<file path="src/rtl/pipeline_elastic_stage_pkg.sv">
// pipeline_elastic_stage_pkg: shared widths, clog2 helper, default bubble and ID/EX bundle layout
package pipeline_elastic_stage_pkg;
  localparam int WORD_W  = 32;
  localparam int FUNCT_W = 6;
  localparam int SHAMT_W = 5;
  localparam int REG_W   = 5;
  localparam logic [WORD_W-1:0] BUBBLE_DEFAULT = '0;
  typedef struct packed {
    logic [FUNCT_W-1:0] funct;
    logic [SHAMT_W-1:0] shamt;
    logic [WORD_W-1:0]  op_a;
    logic [WORD_W-1:0]  op_b;
    logic               mem_rd;
    logic               mem_wr;
    logic [REG_W-1:0]   rd_addr;
    logic               reg_wr;
    logic               cp_wr;
    logic               exc_ovf;
    logic               exc_sys;
  } idex_t;
  function automatic int clog2(input int v);
    int r;
    r = 0;
    for (int i = 0; i < 31; i++)
      if ((1 << i) < v) r = i + 1;
    return r;
  endfunction
endpackage

</file>
<file path="src/rtl/pipeline_elastic_stage.sv">
// pipeline_elastic_stage: DEPTH-entry elastic buffer between pipeline stages with valid/ready, flush and bubble output
// Ports: clk, rst (async, active-low), flush (sync kill), in_valid/in_ready/in_data (producer side),
//        out_valid/out_ready/out_data (consumer side), level (registered occupancy)
module pipeline_elastic_stage
  import pipeline_elastic_stage_pkg::*;
#(
  parameter int DATA_WIDTH = 32,
  parameter int DEPTH = 2,
  parameter logic [DATA_WIDTH-1:0] BUBBLE = DATA_WIDTH'(BUBBLE_DEFAULT)
) (
  input  logic                         clk,
  input  logic                         rst,
  input  logic                         flush,
  input  logic                         in_valid,
  output logic                         in_ready,
  input  logic [DATA_WIDTH-1:0]        in_data,
  output logic                         out_valid,
  input  logic                         out_ready,
  output logic [DATA_WIDTH-1:0]        out_data,
  output logic [clog2(DEPTH+1)-1:0]    level
);
  localparam int LW = clog2(DEPTH + 1);
  localparam int PW = DEPTH > 1 ? clog2(DEPTH) : 1;
  localparam logic [LW-1:0] C_ONE = LW'(1);
  localparam logic [LW-1:0] C_DEPTH = LW'(DEPTH);
  localparam logic [PW-1:0] P_ONE = PW'(1);
  localparam logic [PW-1:0] P_LAST = PW'(DEPTH - 1);
  logic [DATA_WIDTH-1:0] mem_q [DEPTH];
  logic [LW-1:0] count_q, count_d;
  logic [PW-1:0] rd_ptr_q, rd_ptr_d, wr_ptr_q, wr_ptr_d;
  logic in_ready_q, in_ready_d;
  logic push, pop;
  always_comb begin
    push = in_valid & in_ready_q & ~flush;
    pop = out_valid & out_ready & ~flush;
    // explicit wrap so non-power-of-two depths never index past the last entry
    wr_ptr_d = flush ? '0 : push ? (wr_ptr_q == P_LAST ? '0 : wr_ptr_q + P_ONE) : wr_ptr_q;
    rd_ptr_d = flush ? '0 : pop ? (rd_ptr_q == P_LAST ? '0 : rd_ptr_q + P_ONE) : rd_ptr_q;
    count_d = flush ? '0 : (push & ~pop) ? count_q + C_ONE : (pop & ~push) ? count_q - C_ONE : count_q;
    // ready looks at next occupancy so it is a flop with no path from out_ready
    in_ready_d = count_d < C_DEPTH;
  end
  always_ff @(posedge clk or negedge rst)
    if (!rst) begin
      count_q <= '0;
      rd_ptr_q <= '0;
      wr_ptr_q <= '0;
      in_ready_q <= 1'b0;
    end else begin
      count_q <= count_d;
      rd_ptr_q <= rd_ptr_d;
      wr_ptr_q <= wr_ptr_d;
      in_ready_q <= in_ready_d;
    end
  always_ff @(posedge clk)
    if (push) mem_q[wr_ptr_q] <= in_data;
  assign out_valid = count_q != '0;
  assign out_data = out_valid ? mem_q[rd_ptr_q] : BUBBLE;
  assign in_ready = in_ready_q;
  assign level = count_q;
endmodule

</file>
<file path="config.mk">
export PLATFORM = sky130hd
export DESIGN_NAME = pipeline_elastic_stage
export DESIGN_NICKNAME = d
export VERILOG_FILES = /design/src/rtl/pipeline_elastic_stage_pkg.sv /design/src/rtl/pipeline_elastic_stage.sv
export SDC_FILE = /design/constraint.sdc
export NUM_CORES = 1
export LEC_CHECK = 0
export BUFFER_PORTS_ARGS = -buffer_cell sky130_fd_sc_hd__buf_2
export CORE_ASPECT_RATIO = 1.4
export CORE_UTILIZATION = 46
export DETAILED_ROUTE_END_ITERATION = 8
export PLACE_DENSITY_LB_ADDON = 0.05
export SETUP_SLACK_MARGIN = 0.1
export SYNTH_ARGS = -nofsm -noshare
export SYNTH_HDL_FRONTEND = slang
export SYNTH_SLANG_ARGS = --single-unit
</file>
<file path="constraint.sdc">
create_clock -name clk -period 3.5 [get_ports clk]
set_clock_uncertainty 0.1 [all_clocks]
set_input_delay 0.35 -clock clk [delete_from_list [all_inputs] [get_ports clk]]
set_output_delay 0.35 -clock clk [all_outputs]
set_load 0.01 [all_outputs]
</file>
== Yosys cells after proc, flatten, opt, wreduce, memory -nomap -nowiden ==
Memory sizes are Yosys's and may differ from the RTL's.
Index checks and enable logic that the tools add are counted.

* Register bits after elaboration: 5
* Memory bits (writable): 64
* Bits of input ports: 37
* Word-level logic and storage cells: 34
* Output and inout port bits: 36
* Memories: 1

{| class="wikitable"
|+ Memory list
! memory !! words !! bits a word !! read ports !! clocked after Yosys merged registers in !! wr ports !! RTL line !! source
|-
| mem_q || 2 || 32 || 1 || 0 || 1 || pipeline_elastic_stage.sv:28 || <nowiki>logic [DATA_WIDTH-1:0] mem_q [DEPTH];</nowiki>
|}

* Mux-type cells: 12
* Reduce and logical (&&, ||, !) cells: 3
* $lt $le $gt $ge: 1
* Bitwise operators: 9
* Add/subtract/negate cells: 4

{| class="wikitable"
|+ Operators with widths
! operator !! count
|-
| 32-bit two-way mux || 1
|-
| 1-bit two-way mux || 8
|-
| 1-bit AND || 6
|-
| 2-bit two-way mux || 3
|-
| 2-bit nonzero test || 3
|-
| 1-bit NOT || 3
|-
| 1-bit adder (second input constant) || 2
|-
| 2-bit by 1-bit adder with 2-bit output (second input constant) || 1
|-
| 2-bit < comparator (second input constant) || 1
|-
| 2-bit by 1-bit subtractor with 2-bit output (second input constant) || 1
|}

== Logic depth before layout (Yosys ltp) ==
* Word-level depth: 8
* Depth in mapped cells: 7
* Gate-level depth less buffers: 5

== Worst setup path before layout ==
Ideal clock, no wire load.

* Kind: register to register
* Start: register in_ready_q, in the netlist in_ready
* End: memory mem_q[1][0], enable pin
* Buffers on the path: 0
* Cell stages (with the launch flop): 3
* Library setup time: 468 ps
* Arrival: 2948 ps
* Required time: 2932 ps
* Clock period less this slack: 3515 ps
* Slack: -15 ps
* Cell sequence: dfrtp_1 -> nand2_2 -> nor3b_1

* Longest elaborated chain between the ends: 4

{| class="wikitable"
|+ RTL lines
! element !! RTL line !! source
|-
| start: declaration || pipeline_elastic_stage.sv:31 || <nowiki>logic in_ready_q, in_ready_d;</nowiki>
|-
| start signal: assignment || pipeline_elastic_stage.sv:53 || <nowiki>in_ready_q <= in_ready_d;</nowiki>
|-
| 1-bit AND (2 in a row) || pipeline_elastic_stage.sv:34 || <nowiki>push = in_valid & in_ready_q & ~flush;</nowiki>
|-
| 1-bit two-way mux || pipeline_elastic_stage.sv:56 || <nowiki>if (push) mem_q[wr_ptr_q] <= in_data;</nowiki>
|-
| 1-bit two-way mux (implied by the code) || pipeline_elastic_stage.sv:56 ||
|-
| end: declaration || pipeline_elastic_stage.sv:28 ||
|}

No other way between the ends.

== Final worst setup path ==
* Start: register count_q[1], in the netlist level[1]
* End: output port out_data[9]

* Longest elaborated chain between the ends: 2

{| class="wikitable"
|+ RTL lines
! element !! RTL line !! source
|-
| start: declaration || pipeline_elastic_stage.sv:29 || <nowiki>logic [LW-1:0] count_q, count_d;</nowiki>
|-
| start signal: assignment || pipeline_elastic_stage.sv:50 || <nowiki>count_q <= count_d;</nowiki>
|-
| 2-bit nonzero test || pipeline_elastic_stage.sv:57 || <nowiki>assign out_valid = count_q != '0;</nowiki>
|-
| 32-bit two-way mux || pipeline_elastic_stage.sv:58 || <nowiki>assign out_data = out_valid ? mem_q[rd_ptr_q] : BUBBLE;</nowiki>
|-
| end: declaration || pipeline_elastic_stage.sv:19 || <nowiki>output logic [DATA_WIDTH-1:0] out_data,</nowiki>
|}

No other way between the ends.

==> out/results.txt <==
Sw Share - 0.304
Pin count of the biggest net entering global routing - 34
Hold path cells - 1
Root buffer cell - clkbuf_8
First-pass GRT wire length - 7.12 mm
CP endpoint kind - primary output
Via count - 1519
Synth Instances - 161
Drt drc - 0
Initial Util - 0.485
Syn Area/Cell - 16.8 um2
Clk pwr share - 0.262
Met1 Use GR - 0.170
Fin Setup TNS - 0 ns
RSZ-0062 raised after global routing - false
Max-slew headroom - 0.362
VDD IR max - 0.494 mV
Port bufs - 72
# hold bufs at CTS - 1
Worst-Skew Late Latency - 0.32 ns
Tcrit/Tclk final - 0.666
Final hold violations - 0
Yosys warnings - 0
Min-Delay Path Class - input port to register
WHS - 0.108 ns
RePlAce Congestion - 0.714
Pins Over Slew Limit - 0
Nets - 277
Top Ports - 73
Combinational Power Share - 0.298
Arr. time, crit path - 1.88 ns
Fmax - 429 MHz
Number of sinks on the clock net - 69
Detailed router's first-iteration violation count - 59
Post-CTS Setup Repair Bufs - 0
Sw power - 761 uW
Worst Path Max Fanout - 21
N_diodes - 0
Grt met3 use - 0.0628
P_leak - 1.31 nW
Via density - 4.88
Chip width - 66.8 um
Share of layout cells above drive strength 1 - 0.383
Post-DP HPWL - 3.08 mm
Met2 Use GR - 0.285
Die Y - 92.7 um
Total wire length - 4.54 mm
Max-cap violations - 0
Die footprint - 6190 um2
Row count - 32
Final setup violation count - 0
Grt ovf - 0
Area Growth Syn to Fin - 23.6%
H-tree depth - 3
Vias in the first global route - 1590
Routed len/inst - 14.6 um
Mapped Nets - 199
Pwr Density - 750 nW/um2
Worst EP required - 3.05 ns
Top cell type by total area after synthesis - edfxtp_1
Least-Margin Pin Slew - 0.956 ns
DR pass1 iterations - 4
Min Tclk post-route - 2.33 ns
Synth Cell Area - 2700 um2
Post-synthesis sequential area ratio - 0.758
Worst-path clk slew - 0.07 ns
CTS tree - yes
Area contributors post-synth - edfxtp_1 (71%), mux2i_1 (12%), nor2_1 (4.9%)
Initial antenna violation count - 0
Seq cells post-synth - 69
Class of the most critical setup path - register to primary output
Post-cts sizing count - 0
R2R cell count - 6
Routed Antenna Nets - 0
GRT Overall Usage - 0.161
Count of cell types in the netlist - 21
Sequential power share - 0.440
Internal power - 1.74 mW
Deepest clock path buffer count - 2
Synth top area share - 0.711
Busiest metal layer after global routing - met2
Cts bufs inserted - 9
Outcome - finished clean
Core area - 5570 um2
Critical Path Start Type - register
power groups by stage:
stage | Clock [mW] | Combinational, mW | Sequential, mW
after floorplan | 0 | 0.562 | 1.06
after global placement | 0 | 0.742 | 1.12
after detailed placement | 0 | 0.759 | 1.13
after CTS | 0.674 | 0.762 | 1.11
after global routing | 0.707 | 0.824 | 1.12
final | 0.656 | 0.745 | 1.10
cells by family after synthesis:
family	share of synthesized area
compound gates	0.00880
xor+xnor	0.0148
fa+ha+maj	0.00463
buf+inv	0.0269
flops	0.758
mux	0.124
simple gates	0.0630
flip-flops by register name, summed over array words and instances, names as in the netlist:
name / count
in_ready: 1
mem_q: 64
wr_ptr_q: 1
level: 2
rd_ptr_q: 1
routing by layer:
layer | vias to the layer above | part of all wire
li1 | 742 | -
met1 | 725 | 0.38
met2 | 48 | 0.54
met3 | 4 | 0.066
met4 | 0 | 0.0097
met5 | - | 0
synthesized netlist by cell type, drive strengths merged:
cell type / count
nor2b: 1
mux2: 1
xnor3: 1
inv: 3
nor3: 1
nor2: 35
clkbuf: 3
dfrtp: 5
xor2: 1
edfxtp: 64
buf: 6
xnor2: 1
nor3b: 1
nand2: 1
and3: 1
mux2i: 32
a211o: 1
ha: 1
a211oi: 2
path summary, 6_finish.rpt:
kind                                  start      endpoint  slack (ns)
worst max-delay path               level[1]   out_data[9]        1.17
worst min-delay path            in_data[10]  mem_q[0][10]        0.11
worst max register to register     level[1]      level[0]        1.50
worst min register to register     wr_ptr_q      wr_ptr_q        0.50
max in group asynchronous               rst      rd_ptr_q        2.88
min in group asynchronous               rst      rd_ptr_q        0.27
per-stage QoR:
step / area (um2) / setup slack [ns] / util / total power, mW / instances
after floorplan: 2710 / 0.193 / - / 1.62 / 161
after global placement: 3130 / 1.53 / 0.562 / 1.86 / 295
after detailed placement: 3130 / 1.47 / 0.562 / 1.88 / 295
after CTS: 3340 / 1.12 / 0.600 / 2.54 / 311
after global routing: 3340 / 0.981 / 0.600 / 2.65 / 311
final: 3340 / 1.17 / 0.600 / 2.50 / 311
critical path, cell delays in order, from the launching register on:
cell	delay [ns]
dfrtp_1	0.40
inv_1	0.09
ha_1	0.46
buf_4	0.36
nor2_1	0.10
buf_2	0.14
cell type report:
class / instances / area (um2)
clock buffers: 10 / 128
repair buffers: 76 / 393
inverters: 3 / 11.3
flip-flops and latches: 69 / 2050
clock inverters: 5 / 76.3
well taps: 68 / 85.1
fillers: 442 / 2230
multi-input cells: 80 / 598
placed cells by master, fill, tap and decap left out, drive strengths merged, types with 2 or more instances in the layout:
master	netlist	routed
inv	3	3
a211oi	2	2
clkinv	0	3
dfrtp	5	5
edfxtp	64	64
clkbuf	3	10
nor2	35	35
mux2i	32	32
buf	6	75
bufinv	0	2
Power figures use the tool's default switching activity.
